[src/rtl/apb_req_queue_pkg.sv]
// Shared types and defaults for the APB command sequencer and its command FIFO.
// Command fields are sized for the widest supported bus (32-bit address and data).
package apb_req_pkg;

  localparam int DEF_DEPTH          = 4;
  localparam int DEF_TIMEOUT_CYCLES = 16;
  localparam int CMD_AW             = 32;
  localparam int CMD_DW             = 32;

  typedef enum logic [1:0] {
    IDLE  = 2'd0,
    ISSUE = 2'd1,
    WAIT  = 2'd2
  } fsm_state_t;

  typedef struct packed {
    logic              write;
    logic [CMD_AW-1:0] addr;
    logic [CMD_DW-1:0] wdata;
  } apb_cmd_t;

  // Read data is only meaningful for a read that completed on the bus.
  function automatic logic [CMD_DW-1:0] rsp_data(input logic ok, input logic write,
                                                 input logic [CMD_DW-1:0] rdata);
    return (ok && !write) ? rdata : '0;
  endfunction

endpackage

[src/rtl/apb_req_queue_cmd_fifo.sv]
// Synchronous command FIFO; head and the entry behind it are visible combinationally.
// Pushes while full and pops while empty are ignored; occupancy updates on the edge.
module apb_cmd_fifo
  import apb_req_pkg::*;
#(
  parameter int DEPTH = DEF_DEPTH
) (
  input  logic                  i_clk,
  input  logic                  i_rst,
  input  logic                  i_push,
  input  apb_cmd_t              i_dat,
  input  logic                  i_pop,
  output apb_cmd_t              o_head,
  output apb_cmd_t              o_next,
  output logic                  o_full,
  output logic                  o_empty,
  output logic [$clog2(DEPTH):0] o_level
);

  localparam int PW = $clog2(DEPTH);

  apb_cmd_t        r_mem [DEPTH];
  logic [PW:0]     r_wr_ptr;
  logic [PW:0]     r_rd_ptr;
  logic [PW-1:0]   w_next_idx;
  logic            w_push;
  logic            w_pop;

  // The extra pointer bit separates full from empty when the indices match.
  assign o_level    = r_wr_ptr - r_rd_ptr;
  assign o_empty    = (r_wr_ptr == r_rd_ptr);
  assign o_full     = (o_level == (PW+1)'(DEPTH));
  assign w_push     = i_push & ~o_full;
  assign w_pop      = i_pop & ~o_empty;
  assign w_next_idx = r_rd_ptr[PW-1:0] + PW'(1);
  assign o_head     = r_mem[r_rd_ptr[PW-1:0]];
  assign o_next     = r_mem[w_next_idx];

  always_ff @(posedge i_clk) begin
    if (w_push) begin
      r_mem[r_wr_ptr[PW-1:0]] <= i_dat;
    end
  end

  always_ff @(posedge i_clk) begin
    if (i_rst) begin
      r_wr_ptr <= '0;
      r_rd_ptr <= '0;
    end else begin
      if (w_push) begin
        r_wr_ptr <= r_wr_ptr + (PW+1)'(1);
      end
      if (w_pop) begin
        r_rd_ptr <= r_rd_ptr + (PW+1)'(1);
      end
    end
  end

endmodule

[src/rtl/apb_req_queue.sv]
// Queues host commands and presents one at a time to the APB master; command appears one edge after an idle push.
// REQ_READY is registered !full with no bypass; responses are one-cycle strobes with no back-pressure.
module apb_req_queue
  import apb_req_pkg::*;
#(
  parameter int DEPTH          = DEF_DEPTH,
  parameter int TIMEOUT_CYCLES = DEF_TIMEOUT_CYCLES,
  parameter int AW             = CMD_AW,
  parameter int DW             = CMD_DW
) (
  input  logic                   PCLK,
  input  logic                   PRESET,
  input  logic                   REQ_VALID,
  output logic                   REQ_READY,
  input  logic                   REQ_WRITE,
  input  logic [AW-1:0]          REQ_ADDR,
  input  logic [DW-1:0]          REQ_WDATA,
  output logic                   PWRITE_MASTER,
  output logic [AW-1:0]          PADDR_MASTER,
  output logic [DW-1:0]          PWDATA_MASTER,
  input  logic [DW-1:0]          PRDATA_MASTER,
  input  logic                   PSEL,
  input  logic                   PENABLE,
  input  logic                   PREADY,
  output logic                   RSP_VALID,
  output logic                   RSP_WRITE,
  output logic                   RSP_ERR,
  output logic [DW-1:0]          RSP_RDATA,
  output logic                   BUSY,
  output logic [$clog2(DEPTH):0] LEVEL
);

  localparam int LW = $clog2(DEPTH) + 1;
  localparam int CW = $clog2(TIMEOUT_CYCLES) + 1;

  apb_cmd_t      w_push_cmd;
  apb_cmd_t      w_head;
  apb_cmd_t      w_next;
  apb_cmd_t      w_load_cmd;
  logic          w_full;
  logic          w_empty;
  logic          w_push;
  logic          w_pop;
  logic          w_hit;
  logic          w_tmo;
  logic          w_retire;
  logic [LW-1:0] w_level;
  logic [LW-1:0] w_level_nxt;

  fsm_state_t    r_state;
  logic [CW-1:0] r_cnt;
  logic          r_req_ready;
  logic          r_pwrite;
  logic [AW-1:0] r_paddr;
  logic [DW-1:0] r_pwdata;
  logic          r_rsp_vld;
  logic          r_rsp_write;
  logic          r_rsp_err;
  logic [DW-1:0] r_rsp_rdata;

  always_comb begin
    w_push_cmd       = '0;
    w_push_cmd.write = REQ_WRITE;
    w_push_cmd.addr  = CMD_AW'(REQ_ADDR);
    w_push_cmd.wdata = CMD_DW'(REQ_WDATA);
  end

  assign w_push      = REQ_VALID & r_req_ready & ~w_full;
  assign w_hit       = PSEL & PENABLE & PREADY;
  assign w_tmo       = (r_cnt == CW'(TIMEOUT_CYCLES - 1));
  assign w_retire    = (r_state == WAIT) & (w_hit | w_tmo);
  assign w_pop       = w_retire;
  assign w_level_nxt = w_level + LW'(w_push) - LW'(w_pop);

  // On a retire the head is the command being retired, so the follower comes from the next slot.
  assign w_load_cmd  = (r_state == WAIT) ? w_next : w_head;

  apb_cmd_fifo #(
    .DEPTH (DEPTH)
  ) u_fifo (
    .i_clk   (PCLK),
    .i_rst   (PRESET),
    .i_push  (w_push),
    .i_dat   (w_push_cmd),
    .i_pop   (w_pop),
    .o_head  (w_head),
    .o_next  (w_next),
    .o_full  (w_full),
    .o_empty (w_empty),
    .o_level (w_level)
  );

  always_ff @(posedge PCLK) begin
    if (PRESET) begin
      r_state     <= IDLE;
      r_cnt       <= '0;
      r_req_ready <= 1'b1;
      r_pwrite    <= 1'b0;
      r_paddr     <= '0;
      r_pwdata    <= '0;
      r_rsp_vld   <= 1'b0;
      r_rsp_write <= 1'b0;
      r_rsp_err   <= 1'b0;
      r_rsp_rdata <= '0;
    end else begin
      r_req_ready <= (w_level_nxt != LW'(DEPTH));
      r_rsp_vld   <= 1'b0;
      r_rsp_write <= 1'b0;
      r_rsp_err   <= 1'b0;
      r_rsp_rdata <= '0;
      case (r_state)
        IDLE: begin
          if (!w_empty) begin
            r_pwrite <= w_load_cmd.write;
            r_paddr  <= w_load_cmd.addr[AW-1:0];
            r_pwdata <= w_load_cmd.wdata[DW-1:0];
            r_state  <= ISSUE;
          end
        end
        ISSUE: begin
          r_cnt   <= '0;
          r_state <= WAIT;
        end
        WAIT: begin
          if (w_retire) begin
            r_rsp_vld   <= 1'b1;
            r_rsp_write <= r_pwrite;
            r_rsp_err   <= ~w_hit;
            r_rsp_rdata <= DW'(rsp_data(w_hit, r_pwrite, CMD_DW'(PRDATA_MASTER)));
            // A command pushed on this same edge is not yet readable; IDLE picks it up next cycle.
            if (w_level > LW'(1)) begin
              r_pwrite <= w_load_cmd.write;
              r_paddr  <= w_load_cmd.addr[AW-1:0];
              r_pwdata <= w_load_cmd.wdata[DW-1:0];
              r_state  <= ISSUE;
            end else begin
              r_pwrite <= 1'b0;
              r_state  <= IDLE;
            end
          end else if (r_cnt != '1) begin
            r_cnt <= r_cnt + CW'(1);
          end
        end
        default: r_state <= IDLE;
      endcase
    end
  end

  assign REQ_READY     = r_req_ready;
  assign PWRITE_MASTER = r_pwrite;
  assign PADDR_MASTER  = r_paddr;
  assign PWDATA_MASTER = r_pwdata;
  assign RSP_VALID     = r_rsp_vld;
  assign RSP_WRITE     = r_rsp_write;
  assign RSP_ERR       = r_rsp_err;
  assign RSP_RDATA     = r_rsp_rdata;
  assign LEVEL         = w_level;
  // Held high through the response strobe so it drops the cycle after the last one.
  assign BUSY          = (r_state != IDLE) | ~w_empty | r_rsp_vld;

endmodule
[config.mk]
export PLATFORM = sky130hd
export DESIGN_NAME = apb_req_queue
export DESIGN_NICKNAME = d
export VERILOG_FILES = /design/src/rtl/apb_req_queue_pkg.sv /design/src/rtl/apb_req_queue_cmd_fifo.sv /design/src/rtl/apb_req_queue.sv
export SDC_FILE = /design/constraint.sdc
export NUM_CORES = 1
export LEC_CHECK = 0
export BUFFER_PORTS_ARGS = -buffer_cell sky130_fd_sc_hd__buf_2
export CELL_PAD_IN_SITES_DETAIL_PLACEMENT = 2
export CELL_PAD_IN_SITES_GLOBAL_PLACEMENT = 2
export CORE_MARGIN = 3
export CORE_UTILIZATION = 43
export DETAILED_ROUTE_END_ITERATION = 16
export PLACE_DENSITY = 0.91
export SLEW_MARGIN = 25
export SYNTH_ARGS = -nofsm -noshare
export SYNTH_HDL_FRONTEND = slang
export SYNTH_SLANG_ARGS = --single-unit
[constraint.sdc]
create_clock -name PCLK -period 5.57 [get_ports PCLK]
set_input_delay 0.8355 -clock PCLK [delete_from_list [all_inputs] [get_ports PCLK]]
set_output_delay 0.8355 -clock PCLK [all_outputs]
set_load 0.005 [all_outputs]
**Yosys cells after proc, flatten, opt, wreduce, memory -nomap -nowiden**

Memory sizes are Yosys's and may differ from the RTL's. A register that Yosys moved wholly into a read port is not among the register bits.
Index checks and enable logic that the tools add are counted.

- Magnitude comparators: 1
- Bitwise operators: 16
- Muxes and demuxes: 25
- Shift-type cells: 0
- Reduce and logical (&&, ||, !) cells: 13
- Div/mod/pow operators: 0
- Add/sub/neg operators: 7
- Multipliers: 0
- Equality and inequality tests: 12

Operators by type and width:

| operator | count |
|---|---|
| $mux W32 | 6 |
| $pmux W32 S2 | 2 |
| $mux W65 | 1 |
| $mux W5 | 2 |
| $pmux W5 S2 | 1 |
| $mux W2 | 4 |
| $and A1 B1 Y1 | 7 |
| $mux W1 | 7 |
| $add A3 B1 Y3 const B | 2 |
| $ne A2 B1 Y1 const B | 3 |
| $not A1 Y1 | 6 |
| $pmux W2 S3 | 1 |
| $reduce_and A3 Y1 | 2 |
| $reduce_bool A2 Y1 | 3 |
| $add A5 B1 Y5 const B | 1 |
| $eq A5 B4 Y1 const B | 1 |
| $ne A5 B5 Y1 const B | 1 |
| $ne A2 B2 Y1 const B | 2 |
| $reduce_and A4 Y1 | 1 |
| $reduce_or A4 Y1 | 1 |
| $add A3 B1 Y3 | 1 |
| $eq A3 B3 Y1 | 1 |
| $eq A3 B3 Y1 const B | 1 |
| $gt A3 B1 Y1 const B | 1 |
| other kinds (14) | 16 |

- Output and inout bits: 105
- Bits in registers: 114
- Memory bits (writable): 260
- Latch bits: 0
- Memories: 1
- Memory bits (read-only): 0
- Word-level logic and storage cells: 87

Memories:

| name | words | width | rd ports | clocked after memory_dff | wr ports | line | RTL |
|---|---|---|---|---|---|---|---|
| u_fifo.r_mem | 4 | 65 | 2 | 1 | 1 | apb_req_queue_cmd_fifo.sv:22 | `apb_cmd_t r_mem [DEPTH];` |

**Longest topological paths before layout**

- Depth after elaboration: 7
- Mapped depth: 11
- Gate-level depth less buffers: 11

**Cells and area by module**

Synthesis repeated with hierarchy kept, for this count alone.

- Cells, all modules: 974
- Area, all modules: 15832.7 µm²

By module, submodules not included:

| module | times used | cells an instance | area an instance (µm²) |
|---|---|---|---|
| apb_cmd_fifo | 1 | 466 | 11377.2 |
| apb_req_queue | 1 | 508 | 4455.5 |

**Worst setup path after synthesis**

No wires, ideal clock.

- Path kind: register to register
- Start point: reg u_fifo.r_wr_ptr[0]
- End point: mem u_fifo.r_mem[3][0] (netlist bit) (enable)
- Path buffers: 0
- Path slack: 0.865 ns
- Setup time: 0.489 ns
- Cell stages (with the launch flop): 7
- Data arrival time: 4.217 ns
- Cells stage by stage: dfxtp_1 -> inv_1 -> ha_1 -> fa_1 -> xnor3_2 -> o211ai_1 -> nor2_1

- Longest elaborated chain between the ends: 7

Ends and longest elaborated chain:

| what | line | RTL |
|---|---|---|
| start: declaration | apb_req_queue_cmd_fifo.sv:23 | `logic [PW:0] r_wr_ptr;` |
| start signal: assignment | apb_req_queue_cmd_fifo.sv:51 | `r_wr_ptr <= r_wr_ptr + (PW+1)'(1);` |
| $sub A3 B3 Y3 | apb_req_queue_cmd_fifo.sv:30 | `assign o_level = r_wr_ptr - r_rd_ptr;` |
| $eq A3 B3 Y1 | apb_req_queue_cmd_fifo.sv:32 | `assign o_full = (o_level == (PW+1)'(DEPTH));` |
| $not A1 Y1 | apb_req_queue_cmd_fifo.sv:33, apb_req_queue.sv:68 |  |
| $and A1 B1 Y1 | apb_req_queue.sv:68 | `assign w_push = REQ_VALID & r_req_ready & ~w_full;` |
| $and A1 B1 Y1 | apb_req_queue_cmd_fifo.sv:33 | `assign w_push = i_push & ~o_full;` |
| $mux W1 | apb_req_queue_cmd_fifo.sv:40 | `if (w_push) begin` |
| $mux W1 (implied by the code) | apb_req_queue_cmd_fifo.sv:41 | `r_mem[r_wr_ptr[PW-1:0]] <= i_dat;` |
| end: declaration | apb_req_queue_cmd_fifo.sv:22 |  |

Parallel ways exist; a longest one is shown, timed or not.

**Worst setup path in the final report**

- Start point: reg u_fifo.r_rd_ptr[0]
- End point: reg r_paddr[17], in the netlist PADDR_MASTER[17]

- Longest elaborated chain between the ends: 6
- Elaborated cells on any way between the ends: 13
- Those cells by class: add/sub: 2; order compare: 1; eq/ne: 3; mux: 5; reduce/logical: 1; memory: 1

Ends and longest elaborated chain:

| what | line | RTL |
|---|---|---|
| start: declaration | apb_req_queue_cmd_fifo.sv:24 | `logic [PW:0] r_rd_ptr;` |
| start signal: assignment | apb_req_queue_cmd_fifo.sv:54 | `r_rd_ptr <= r_rd_ptr + (PW+1)'(1);` |
| $add A2 B1 Y2 | apb_req_queue_cmd_fifo.sv:35 | `assign w_next_idx = r_rd_ptr[PW-1:0] + PW'(1);` |
| $mem_v2 Z4 W65 | n/a |  |
| $mux W65 | apb_req_queue.sv:76 | `assign w_load_cmd = (r_state == WAIT) ? w_next : w_head;` |
| $mux W32 | apb_req_queue.sv:131 | `if (w_level > LW'(1)) begin` |
| $mux W32 | apb_req_queue.sv:125 | `if (w_retire) begin` |
| $pmux W32 S2 | apb_req_queue.sv:111 | `case (r_state)` |
| end signal: assignment | apb_req_queue.sv:115 | `r_paddr <= w_load_cmd.addr[AW-1:0];` |
| end signal: assignment | apb_req_queue.sv:133 | `r_paddr <= w_load_cmd.addr[AW-1:0];` |
| end: declaration | apb_req_queue.sv:54 | `logic [AW-1:0] r_paddr;` |

Parallel ways exist; a longest one is shown, timed or not. The select of a mux whose other input is x is not followed.
A chain may end at the register's enable or synchronous reset.

==> metrics.txt <==
post-synthesis cell count=984; Synth top area share=0.4703; Finished Cell Area=19,680 um2; setup TNS=0 ps; pwr dens=391.0 nW/um2; die area=41,000 um2; fillers=3,420; source of the worst hold timing path=PRDATA_MASTER[20]; top cells by count, synth=260 x edfxtp_1, 130 x mux4_2, 116 x dfxtp_1; CTS tree=yes; dpl ws=1749 ps; vias in the first global route=11.16k; Starting Density=0.4387; Pleak=0.007578 uW; Reg-to-Reg Start=u_fifo.r_rd_ptr[0]; CP Data Arrival Time=4260 ps; CP Launch Type=register; # IOs=208; PnR worst setup slack=1759 ps; Detail Placement HPWL=30,050 um; final setup fails=0; endpoint class of the critical path=register; Req. time, crit path=6020 ps; non-filler instance count after layout=1,739; EDFF count, synth=260; syn_area_per_cell=16.87 um2; FP Rows=71; peak supply drop=0.0003247 V; drt pass-1 iters=5; area delta synth->final=18.55%; hold path depth=2; Post-CTS Setup Inserts=0; Die Y=202.5 um; Max Root-Sink Buffers=3; largest cells by area after synthesis=edfxtp_1 47%, mux4_2 18%, dfxtp_1 14%; Reg2Reg Capture Point=PADDR_MASTER[17]; H-Tree Depth=2; FFs w/ async S/R, synth=0; initial antenna violation count=8; RSZ-0062 raised after global routing=false; status=finished clean; area post-placement=18,140 um2; slew at the pin closest to its max-slew limit=1068 ps; DRC viols=0; Post-Route WL=48,580 um; flop2flop setup slack=1760 ps; hold slack=469.3 ps; worst hold endpoint=RSP_RDATA[20]; cts repair resizes=0; CORE AREA=37,840 um2; Seq/Total Area, Yosys=0.6102; Crit Path Category=register to register; Hold Path Class=input pin to register; max cap viols=0; Via-to-Cell Ratio=5.661; port bufs=207; Highest Clock Rate=262.4 MHz; clk sinks=376; grt total ovfl=0; share of layout cells above drive strength 1=0.4066; Synth Net Count=1,106; Max Slew Vio Count=0; Tcrit/Tclk final=0.6843; clk root buf=clkbuf_16; FF-to-FF path depth=8; Hold Fails Final Rpt=0; DRT iter0 DRCs=787; hold_buf cts=0; global placer's final weighted congestion=0.7231; pin count of the biggest net entering global routing=96; top_reg_cell synth=edfxtp_1; unique cell type count in the Yosys netlist=45; vias=9,844; Cells after DPL=1,649; clk_skew=25.78 ps; Antenna Nets Post-Route=0; CTS clk-pin slew, worst paths=60 ps; post-synthesis instance area=16,600 um2; top-count cell post-synth=edfxtp_1; worst-path fanout max=47; global-route wire length before repair=71,390 um; crit path time final=3811 ps; DR WL/cell=27.94 um; worst skew pair latency=570 ps; Slew HR=0.2880; final net count=1,307; CTS Buf Count=43; Synth Warn #=0; Die X=202.5 um; flops & latches, synth=376; gr usage total=0.2288; area leader, netlist=edfxtp_1
worst max path at each step:
stage	end	startpoint	slack, ps
4_1_cts	PADDR_MASTER[19]	u_fifo.r_rd_ptr[0]	1700
3_5_place_dp	PADDR_MASTER[19]	u_fifo.r_rd_ptr[0]	1750
3_3_place_gp	PADDR_MASTER[18]	u_fifo.r_rd_ptr[0]	1940
2_1_floorplan	u_fifo.r_mem[3][0]	u_fifo.r_wr_ptr[0]	860
5_1_grt	REQ_READY	u_fifo.r_rd_ptr[0]	1520
6_report	PADDR_MASTER[17]	u_fifo.r_rd_ptr[0]	1760
cell usage in the layout, fill, tap and decap left out, types with 12 or more instances in the layout:
master | netlist | final
mux2_4 | 60 | 60
buf_2 | 11 | 206
mux2i_1 | 50 | 50
a21oi_1 | 22 | 22
edfxtp_1 | 260 | 260
ha_1 | 17 | 16
inv_1 | 13 | 12
clkbuf_16 | 0 | 43
nor2b_1 | 66 | 66
mux4_2 | 130 | 130
dfxtp_1 | 116 | 113
and2_1 | 36 | 33
nor2_1 | 58 | 57
nand2_1 | 42 | 42
power breakdown:
part           switching [uW]  internal, uW
sequential                153          3260
combinational             718           642
clock                    1180          1730
routing by layer:
layer | vias up | track usage | share of wire
met5 | - | 0 | 0.00056
met1 | 5216 | 0.2713 | 0.39
met3 | 71 | 0.04297 | 0.050
met2 | 347 | 0.4156 | 0.54
met4 | 4 | 0.08364 | 0.022
li1 | 4206 | - | -
through the flow:
stage / power (uW) / utilization
after floorplan: 4305 / -
after detailed placement: 4809 / 0.4794
after CTS: 7754 / 0.5181
final: 7695 / 0.5200
after global placement: 4686 / 0.4781
after global routing: 8003 / 0.5200
worst max-delay path, stage by stage (launching register included):
cell	delay (ps)
dfxtp_4	810
ha_1	300
fa_1	570
ha_1	270
nand2b_1	120
a32oi_4	80
a41oi_4	250
buf_4	750
mux2_2	410
cell type report:
type	instances	area (um2)	area share
clock inverter	25	292.8	0.01488
multi-input combinational	531	6156	0.3128
antenna	8	20.02	0.001017
sequential	376	10140	0.5153
inverter	13	51.30	0.002607
timing repair buffer	220	1209	0.06142
tap	511	639.4	0.03249
clock buffer	55	1171	0.05951
sequential cells by signal (all words and copies together) (netlist names), named ones only:
register         cells
RSP_RDATA           32
r_state              2
u_fifo.r_rd_ptr      3
r_cnt                5
u_fifo.r_wr_ptr      3
RSP_ERR              1
u_fifo.r_mem       260
PADDR_MASTER        32
PWDATA_MASTER       32
REQ_READY            1
RSP_VALID            1
RSP_WRITE            1
PWRITE_MASTER        1
cells by family after synthesis:
kind of cell	after synthesis	synth area share
buffers and inverters	77	0.02103
muxes	244	0.2635
xor gates and xnor gates	9	0.005653
DFF	376	0.6102
and+or+nand+nor	221	0.06768
adders and majority gates	19	0.01522
AOI/OAI and AO/OA	38	0.01673
Note: power is estimated with default switching activity, not from simulation.
